==> src/rtl/sd_quad_nco_modulator_if.sv <==
// Configuration handshake, sample enable and bitstream outputs of the quadrature sigma-delta NCO.
interface sd_quad_nco_modulator_if #(
  parameter int WIDTH       = 16,
  parameter int PHASE_WIDTH = 24
);
  logic                   en;
  logic                   cfgValid;
  logic                   cfgReady;
  logic [PHASE_WIDTH-1:0] cfgFreq;
  logic [WIDTH-1:0]       cfgAmp;
  logic                   outSin;
  logic                   outCos;
  logic                   phaseWrap;

  modport master (
    output en, cfgValid, cfgFreq, cfgAmp,
    input  cfgReady, outSin, outCos, phaseWrap
  );

  modport slave (
    input  en, cfgValid, cfgFreq, cfgAmp,
    output cfgReady, outSin, outCos, phaseWrap
  );
endinterface

==> src/rtl/sd_quad_nco_modulator.sv <==
// Quadrature NCO -> quarter-wave sine ROM -> amplitude scale -> 1-bit sigma-delta per channel.
// Define SD_QUAD_MOD_ORDER2_EN for 2nd-order modulators; the default build uses 1st-order.
module sd_quad_nco_modulator #(
  parameter int WIDTH       = 16,
  parameter int PHASE_WIDTH = 24,
  parameter int LUT_BITS    = 8
) (
  input  logic                   clk,
  input  logic                   rst,
  sd_quad_nco_modulator_if.slave bus
);

  localparam int  DEPTH   = 1 << LUT_BITS;
  localparam int  TOP_W   = LUT_BITS + 2;
  localparam int  AMP_MAX = (1 << (WIDTH - 1)) - 1;
  localparam real PI      = 3.14159265358979323846;
`ifdef SD_QUAD_MOD_ORDER2_EN
  localparam int  MOD_W   = WIDTH + 4;
`else
  localparam int  MOD_W   = WIDTH + 2;
`endif
  localparam logic signed [MOD_W-1:0] FS = MOD_W'(1 << (WIDTH - 1));

  // Quarter-wave table sampled at bin centres, evaluated at elaboration time.
  function automatic logic [DEPTH*WIDTH-1:0] build_rom();
    logic [DEPTH*WIDTH-1:0] rom;
    real ang, term, s;
    rom = '0;
    for (int i = 0; i < DEPTH; i++) begin
      ang  = 2.0 * PI * (real'(i) + 0.5) / real'(4 * DEPTH);
      term = ang;
      s    = ang;
      for (int k = 1; k < 12; k++) begin
        term = -term * ang * ang / real'((2 * k) * (2 * k + 1));
        s    = s + term;
      end
      rom[i*WIDTH +: WIDTH] = WIDTH'($rtoi(s * real'(AMP_MAX) + 0.5));
    end
    return rom;
  endfunction

  localparam logic [DEPTH*WIDTH-1:0] ROM = build_rom();

  function automatic logic signed [WIDTH-1:0] quad_sine(input logic [TOP_W-1:0] top);
    logic [LUT_BITS-1:0]     idx;
    logic signed [WIDTH-1:0] mag;
    idx = top[LUT_BITS-1:0];
    if (top[TOP_W-2]) idx = ~idx;
    mag = ROM[int'(idx)*WIDTH +: WIDTH];
    return top[TOP_W-1] ? -mag : mag;
  endfunction

  // Product is floored by the arithmetic shift; |result| < 2^(WIDTH-1) for any amplitude.
  function automatic logic signed [WIDTH-1:0] scale(input logic signed [WIDTH-1:0] s,
                                                    input logic [WIDTH-1:0]        amp);
    logic signed [2*WIDTH:0] prod;
    prod = (2*WIDTH+1)'(s) * (2*WIDTH+1)'($signed({1'b0, amp}));
    return WIDTH'(prod >>> WIDTH);
  endfunction

  function automatic logic signed [MOD_W-1:0] feedback(input logic y);
    return y ? FS : -FS;
  endfunction

  typedef enum logic {SH_EMPTY, SH_FULL} sh_state_t;

  sh_state_t               r_shState, w_shNext;
  logic                    w_load, w_copy, w_cfgReady;
  logic [PHASE_WIDTH-1:0]  r_phase, r_freqAct, r_freqSh, w_phaseSum;
  logic [WIDTH-1:0]        r_ampAct, r_ampSh;
  logic                    w_carry;
  logic [TOP_W-1:0]        w_sinTop, w_cosTop;

  logic signed [WIDTH-1:0] r_lut_p0 [2];
  logic signed [WIDTH-1:0] r_x_p1   [2];
  logic                    r_out_p2 [2];
  logic                    w_y      [2];
`ifdef SD_QUAD_MOD_ORDER2_EN
  logic signed [MOD_W-1:0] r_i1_p2  [2];
  logic signed [MOD_W-1:0] r_i2_p2  [2];
`else
  logic signed [MOD_W-1:0] r_e_p2   [2];
`endif

  assign {w_carry, w_phaseSum} = {1'b0, r_phase} + {1'b0, r_freqAct};

  always_ff @(posedge clk) begin
    if (rst) r_shState <= SH_EMPTY;
    else     r_shState <= w_shNext;
  end

  // A stopped accumulator never wraps, so a zero frequency also releases the shadow.
  always_comb begin
    w_shNext   = r_shState;
    w_load     = 1'b0;
    w_copy     = 1'b0;
    w_cfgReady = 1'b0;
    case (r_shState)
      SH_EMPTY: begin
        w_cfgReady = 1'b1;
        if (bus.cfgValid) begin
          w_load   = 1'b1;
          w_shNext = SH_FULL;
        end
      end
      SH_FULL: begin
        if (bus.en && (w_carry || (r_freqAct == '0))) begin
          w_copy   = 1'b1;
          w_shNext = SH_EMPTY;
        end
      end
    endcase
  end

  always_ff @(posedge clk) begin
    if (rst) begin
      r_freqSh  <= '0;
      r_ampSh   <= '0;
      r_freqAct <= '0;
      r_ampAct  <= '0;
      r_phase   <= '0;
    end else begin
      if (w_load) begin
        r_freqSh <= bus.cfgFreq;
        r_ampSh  <= bus.cfgAmp;
      end
      if (w_copy) begin
        r_freqAct <= r_freqSh;
        r_ampAct  <= r_ampSh;
      end
      if (bus.en) r_phase <= w_phaseSum;
    end
  end

  assign bus.cfgReady  = w_cfgReady;
  assign bus.phaseWrap = bus.en & w_carry & ~rst;

  // The quarter-turn cosine offset only touches the bits that address the ROM.
  assign w_sinTop = r_phase[PHASE_WIDTH-1 -: TOP_W];
  assign w_cosTop = w_sinTop + TOP_W'(DEPTH);

  // Stage p0: ROM lookup; stage p1: amplitude scale.
  always_ff @(posedge clk) begin
    if (rst) begin
      for (int c = 0; c < 2; c++) begin
        r_lut_p0[c] <= '0;
        r_x_p1[c]   <= '0;
      end
    end else if (bus.en) begin
      r_lut_p0[0] <= quad_sine(w_sinTop);
      r_lut_p0[1] <= quad_sine(w_cosTop);
      for (int c = 0; c < 2; c++) r_x_p1[c] <= scale(r_lut_p0[c], r_ampAct);
    end
  end

  // Stage p2: sigma-delta modulator, one per channel.
`ifdef SD_QUAD_MOD_ORDER2_EN
  assign w_y[0] = ~r_i2_p2[0][MOD_W-1];
  assign w_y[1] = ~r_i2_p2[1][MOD_W-1];

  always_ff @(posedge clk) begin
    if (rst) begin
      for (int c = 0; c < 2; c++) begin
        r_i1_p2[c]  <= '0;
        r_i2_p2[c]  <= '0;
        r_out_p2[c] <= 1'b0;
      end
    end else if (bus.en) begin
      for (int c = 0; c < 2; c++) begin
        r_i1_p2[c]  <= r_i1_p2[c] + MOD_W'(r_x_p1[c]) - feedback(w_y[c]);
        r_i2_p2[c]  <= r_i2_p2[c] + r_i1_p2[c] - feedback(w_y[c]);
        r_out_p2[c] <= w_y[c];
      end
    end
  end
`else
  assign w_y[0] = ~r_e_p2[0][MOD_W-1];
  assign w_y[1] = ~r_e_p2[1][MOD_W-1];

  always_ff @(posedge clk) begin
    if (rst) begin
      for (int c = 0; c < 2; c++) begin
        r_e_p2[c]   <= '0;
        r_out_p2[c] <= 1'b0;
      end
    end else if (bus.en) begin
      for (int c = 0; c < 2; c++) begin
        r_e_p2[c]   <= r_e_p2[c] + MOD_W'(r_x_p1[c]) - feedback(w_y[c]);
        r_out_p2[c] <= w_y[c];
      end
    end
  end
`endif

  assign bus.outSin = r_out_p2[0];
  assign bus.outCos = r_out_p2[1];

endmodule

==> src/flat_wrapper.sv <==
// flat-port wrapper written by rule: the top's interface ports become plain ports
module sd_quad_nco_modulator_flat 
#(
  parameter int WIDTH       = 16,
  parameter int PHASE_WIDTH = 24,
  parameter int LUT_BITS    = 8
)
  (clk, rst, bus_en, bus_cfgValid, bus_cfgFreq, bus_cfgAmp, bus_cfgReady, bus_outSin, bus_outCos, bus_phaseWrap);
  sd_quad_nco_modulator_if #(.WIDTH(WIDTH), .PHASE_WIDTH(PHASE_WIDTH)) bus_i ();
  input  logic clk;
  input  logic rst;
  input wire logic [$bits(bus_i.en)-1:0] bus_en;
  input wire logic [$bits(bus_i.cfgValid)-1:0] bus_cfgValid;
  input wire logic [$bits(bus_i.cfgFreq)-1:0] bus_cfgFreq;
  input wire logic [$bits(bus_i.cfgAmp)-1:0] bus_cfgAmp;
  output wire logic [$bits(bus_i.cfgReady)-1:0] bus_cfgReady;
  output wire logic [$bits(bus_i.outSin)-1:0] bus_outSin;
  output wire logic [$bits(bus_i.outCos)-1:0] bus_outCos;
  output wire logic [$bits(bus_i.phaseWrap)-1:0] bus_phaseWrap;
  assign bus_i.en = bus_en;
  assign bus_i.cfgValid = bus_cfgValid;
  assign bus_i.cfgFreq = bus_cfgFreq;
  assign bus_i.cfgAmp = bus_cfgAmp;
  assign bus_cfgReady = bus_i.cfgReady;
  assign bus_outSin = bus_i.outSin;
  assign bus_outCos = bus_i.outCos;
  assign bus_phaseWrap = bus_i.phaseWrap;
  sd_quad_nco_modulator #(.WIDTH(WIDTH), .PHASE_WIDTH(PHASE_WIDTH), .LUT_BITS(LUT_BITS)) u_core (.clk(clk), .rst(rst), .bus(bus_i));
endmodule
==> config.mk <==
export PLATFORM = sky130hd
export DESIGN_NAME = sd_quad_nco_modulator_flat
export DESIGN_NICKNAME = d
export VERILOG_FILES = /design/src/rtl/sd_quad_nco_modulator_if.sv /design/src/rtl/sd_quad_nco_modulator.sv /design/src/flat_wrapper.sv
export SDC_FILE = /design/constraint.sdc
export NUM_CORES = 2
export LEC_CHECK = 0
export CORE_ASPECT_RATIO = 0.6
export CORE_MARGIN = 1
export CORE_UTILIZATION = 36
export CTS_CLUSTER_DIAMETER = 60
export CTS_CLUSTER_SIZE = 20
export DETAILED_ROUTE_END_ITERATION = 7
export PLACE_DENSITY = 0.54
export SLEW_MARGIN = 20
export SYNTH_ARGS = -nofsm -noshare
export SYNTH_HDL_FRONTEND = slang
export SYNTH_SLANG_ARGS = --single-unit
export TNS_END_PERCENT = 10
==> constraint.sdc <==
create_clock -name clk -period 8.2 [get_ports clk]
set_clock_uncertainty 0.2 [all_clocks]
set_input_delay 2.46 -clock clk [delete_from_list [all_inputs] [get_ports clk]]
set_output_delay 2.46 -clock clk [all_outputs]
set_load 0.005 [all_outputs]
## Word level (Yosys, flattened, before mapping)

Memory sizes are Yosys's and may differ from the RTL's.
Cells that the tools add are included.

| cells by class | value |
|---|---|
| multiply operators | 2 |
| muxes and demuxes | 30 |
| bitwise operators | 16 |
| reductions and logical operators | 3 |
| shift operators | 2 |
| add/subtract/negate cells | 8 |

Operator list:

| cell | number |
|---|---|
| variable part select 4096 x 13 -> 16 bit, first input constant | 2 |
| 2-to-1 mux 16 bit | 6 |
| 2-to-1 mux 18 bit | 4 |
| multiplier 16 x 17 -> 32 bit | 2 |
| 2-to-1 mux 8 bit | 6 |
| adder 18 x 16 -> 18 bit | 2 |
| subtractor 18 bit | 2 |
| negator 16 bit | 2 |
| adder 24 x 24 -> 25 bit | 1 |
| zero test 24 bit | 1 |
| NOT 8 bit | 2 |
| 2-to-1 mux 1 bit | 13 |
| adder 10 x 9 -> 10 bit, second input constant | 1 |
| bitwise OR 1 bit | 8 |
| NOT 1 bit | 4 |
| bitwise AND 1 bit | 2 |
| case mux 1 bit (2 select lines) | 1 |
| logical AND 1 bit | 1 |
| logical OR 1 bit | 1 |

| word-level totals | value |
|---|---|
| memories | 4 |
| memory bits (writable) | 102 |
| bits of input ports | 44 |
| word-level logic and storage cells | 71 |
| register bits | 105 |

Memory list:

| memory | depth | width | rd ports | clocked after Yosys merged registers in | wr ports | line | text |
|---|---|---|---|---|---|---|---|
| u_core.r_e_p2 | 2 | 18 | 2 | 0 | 2 | sd_quad_nco_modulator.sv:82 | `logic signed [MOD_W-1:0] r_e_p2 [2];` |
| u_core.r_lut_p0 | 2 | 16 | 2 | 0 | 2 | sd_quad_nco_modulator.sv:74 | `logic signed [WIDTH-1:0] r_lut_p0 [2];` |
| u_core.r_x_p1 | 2 | 16 | 2 | 0 | 2 | sd_quad_nco_modulator.sv:75 | `logic signed [WIDTH-1:0] r_x_p1 [2];` |
| u_core.r_out_p2 | 2 | 1 | 2 | 0 | 2 | sd_quad_nco_modulator.sv:76 | `logic r_out_p2 [2];` |

## Logic depth before layout (Yosys ltp)

| logic depth | value |
|---|---|
| depth in word-level cells | 9 |
| depth in mapped cells | 25 |
| depth with buffers taken out | 23 |

## Worst setup path before layout

Ideal clock, no wire load.

| path | value |
|---|---|
| path type | reg-to-reg |
| start | memory u_core.r_lut_p0[0][4] |
| end | memory u_core.r_x_p1[0][15] (data pin) |
| stages on the path, launching flop included | 22 |
| data arrival time | 6031 ps |
| required time | 7734 ps |
| path slack | 1703 ps |
| buffers on the path | 1 |
| cells stage by stage | edfxtp_1 > clkbuf_1 > and2_1 > fa_1 > inv_1 > fa_1 > fa_1 > inv_1 > fa_1 > fa_1 > inv_1 > fa_1 > inv_1 > ha_1 > a2111oi_0 > nor4b_1 > a211oi_1 > or2_2 > a21oi_1 > o41ai_1 > xnor2_1 > nor2_1 |

RTL lines:

| item | line |
|---|---|
| start, declared | sd_quad_nco_modulator.sv:74 |
| end, declared | sd_quad_nco_modulator.sv:75 |

==> results.yml <==
run_status:
  outcome: "finished, violations left"
  failed_checks: "design-rule violations, max-capacitance violations"
place:
  io_buffer_count: 47
  place_ws_ns: 0.6713
  global_placer_s_final_weighted_congestion: 1.135
  dpl.hpwl_um: 178000
sta:
  fin_crit_sh: 0.9214
  grt_setup_unrepaired: "false"
  setup_ws_ns: 0.6444
  timing.final.setup_violations: 0
  timing.setup.tns_ns: 0
  timing.max_slew.rel_slack: 0.01349
  layout_min_cycle_time_ns: 7.556
  fmaxAchievable_ghz: 0.1324
  worst_pin_slew_ns: 1.474
  timing.final.hold_violations: 0
  slew_viol_final: 0
hold_path:
  timing.hold.worst_path_depth: 2
  hold_path.startpoint: "u_core.r_freqSh[0]$_SDFFE_PP0P_"
  whs_endpoint: "u_core.r_freqSh[0]$_SDFFE_PP0P_"
  hold_path.class: "flop to flop"
clock_tree:
  htree_num_levels: 1
  cts_max_path_buffers: 3
  cts_made_buffers: 17
  cts_setup_buffers: 0
  insertion_delay_ns: 0.58
  holdBufCountCts: 0
  tritoncts_num_sinks: 207
  clk_pin_slew_ns: 0.10
  tritoncts: "done"
  cts.repair.resized: 0
  root_buffer_selected_by_cts: "clkbuf_16"
die:
  top_level_ports: 48
  initial_utilization: 0.3646
  floorplan.core_area_um2: 112400
  dieArea_um2: 115300
  core.rowCount: 95
  die_w_um: 437.6
  die_height_um: 263.4
grt:
  grt_pass1_vias: 39220
  use_met1: 0.5940
  global_route_wire_length_before_repair_um: 318000
  grt.overflow.total: 0
  gr-usage-met2: 0.4152
  global_route.usage.total: 0.3899
  globalRoute.busiestLayer: "met1"
  grt_max_degree: 112
  antenna_found_initial: 38
  grt_util_met3: 0.2642
synthesis:
  yosys.area.top_type_share: 0.1919
  post_synth_inst_count: 5199
  syn_nets: 6009
  synth_cell_types: 98
  library_cell_with_the_highest_instance_count_after_synthesis: "inv_1"
  synthFlopType: "dfxtp_1"
  synth_sequential_area_ratio: 0.1260
  synth_area_leader_cell: "fa_1"
  synth_warnings: 0
  post_synth_instance_area_um2: 40990
  syn_avg_cell_area_um2: 7.885
  synth_seq_cells: 207
  ys_top_cells_by_count: "inv_1 (615), nand2_1 (516), fa_1 (393), ha_1 (373), nor2_1 (341)"
  ys_async_sr_fraction: 0
  count_of_flip_flops_with_a_built_in_enable_after_synthesis: 102
  yosys-top-cells-area: "fa_1 (19%), ha_1 (11%), edfxtp_1 (7.5%)"
power:
  total_switching_power_mw: 2.331
  power_leakage_nw: 19.56
  power.density_nw_per_um2: 109.9
  irDropWorstVdd_v: 0.0001146
  p_seq_frac: 0.280
  p_int_mw: 2.551
  p_sw_frac: 0.4775
  power.total_mw: 4.883
  clkPwrFrac: 0.194
  combPwrFrac: 0.525
routing:
  dr.pass1.iters: 8
  drc: 10
  drt_wl_total_um: 230300
  number_of_drc_markers_after_the_initial_detailed_route_iteration: 7222
  routed_wire_length_per_instance_um: 34.67
  dr_total_vias: 42400
  route.detailed.vias_per_inst: 6.383
  drt.antenna.violating_nets: 0
finish:
  multiInputGateArea_um2: 31870
  finish.net_count: 5904
  fillers: 11740
  drive_gt1_frac: 0.07777
  area_growth_pct: 8.341
  seq_area_um2: 5184
critical_path:
  crit_path_largest_cell_delay_ns: 0.86
  maximum_fanout_along_the_worst_path: 20
  timing.critical_path.cells: "buf_4 > and2_1 > fa_1 > inv_1 > fa_1 > fa_1 > inv_1 > fa_1 > fa_1 > inv_1 > fa_1 > inv_1 > ha_1 > a2111oi_1 > nor4b_1 > a211oi_1 > or2_2 > a21oi_1 > o41ai_1 > xnor2_1 > nor2_1"
  ff2ff_path_depth: 21
  worstReg2RegStart: "u_core.r_ampAct[7]$_SDFFE_PP0P_"
  timing.critical_path.arrival_ns: 7.67
  worstPathRequired_ns: 8.31
  slowest_cell_on_the_critical_path: "a2111oi_1"
  timing.rr.end: "u_core.r_x_p1[0][15]$_SDFFCE_PN0P_"
  critPathLaunch: "u_core.r_ampAct[7]$_SDFFE_PP0P_"
  timing.critical_path.to_type: "flop"
  r2r_slack_ns: 0.64
  critical_path_class: "flop to flop"
  timing.critical_path.mode_cell: "fa_1"
  startpoint_type: "flop"
flow_run:
  max_cap_violations: 2
## power groups by stage
stage	combinational, mW	clock (mW)	sequential [mW]
final	2.56	0.949	1.37
after global routing	2.74	1.01	1.38
after CTS	2.44	0.981	1.37
after detailed placement	2.42	0	1.39
after global placement	2.42	0	1.38
after floorplan	1.61	0	1.29
## critical path: cells and delay by family, from the launching register on
kind,cells,cell delay (ns)
flops,1,0.67
compound gates,4,1.45
simple gates,4,1.04
buf+inv,5,0.64
xor+xnor,1,0.17
fa+ha+maj,7,3.11
## per-stage QoR
step	cells	utilization	hold WS [ns]	area, um2
finish	6643	0.3950	0.2580	44410
global route	6619	0.3944	0.2792	44350
CTS	6606	0.3938	0.2606	44280
detailed placement	6576	0.3887	0.2486	43700
global placement	6576	0.3885	0.2453	43690
floorplan	5199	-	0.2291	40990
## flip-flops by register name, summed over array words and instances (netlist names)
signal / flops
u_core.r_ampAct: 16
u_core.r_ampSh: 16
u_core.r_e_p2: 36
u_core.r_freqAct: 24
u_core.r_freqSh: 24
u_core.r_lut_p0: 32
u_core.r_out_p2: 2
u_core.r_phase: 24
u_core.r_shState: 1
u_core.r_x_p1: 32
## worst max path at each step
stage                                               to  slack, ns  cells past startpoint
global placement    u_core.r_x_p1[0][15]$_SDFFCE_PN0P_       0.41                     21
finish              u_core.r_x_p1[0][15]$_SDFFCE_PN0P_       0.64                     21
floorplan           u_core.r_x_p1[0][15]$_SDFFCE_PN0P_       1.70                     21
CTS                 u_core.r_x_p1[0][15]$_SDFFCE_PN0P_       0.65                     21
global route        u_core.r_x_p1[0][15]$_SDFFCE_PN0P_       0.16                     21
detailed placement  u_core.r_x_p1[0][15]$_SDFFCE_PN0P_       0.67                     21
## per-layer routing
layer,vias to the layer above,part of all wire
met4,32,0.021
met1,21060,0.48
met3,396,0.18
met5,-,0.0062
met2,3138,0.31
li1,17780,-
## kinds of logic after synthesis
| family | Yosys count | synth area share |
|---|---|---|
| AND/OR/NAND/NOR | 1694 | 0.2060 |
| buffers and inverters | 1042 | 0.1024 |
| XOR/XNOR | 125 | 0.02707 |
| flip-flops | 207 | 0.1260 |
| multiplexers | 82 | 0.02237 |
| adder cells (fa/ha/maj) | 766 | 0.3058 |
| AO/OA/AOI/OAI | 1283 | 0.2104 |
## cells in the final DEF (no fill, tap or decap), types with 39 or more instances in the layout
cell type and n:
a211oi_1 62, a21o_1 40, a21oi_1 280, a221oi_1 56, a31oi_1 72, and2_1 260, buf_4 231, clkdlybuf4s50_1 46
dfxtp_1 98, edfxtp_1 102, fa_1 393, ha_1 372, inv_1 615, mux2i_1 68, nand2_1 516, nand2b_1 87
nand3_1 68, nor2_1 335, nor2b_1 65, nor3_1 133, o211ai_1 58, o21ai_0 242, o221ai_1 55, o22ai_1 72
xnor2_1 75, xor2_1 39
## layout make-up
| cell class | instances | share of cell area |
|---|---|---|
| Multi-Input combinational cell | 3950 | 0.7177 |
| Antenna cell | 35 | 0.001972 |
| Sequential cell | 207 | 0.1167 |
| Inverter | 627 | 0.05305 |
| Clock buffer | 23 | 0.01104 |
| Timing Repair Buffer | 291 | 0.05524 |
| Tap cell | 1503 | 0.04234 |
| Clock inverter | 7 | 0.001972 |
Power figures use the tool's default switching activity.
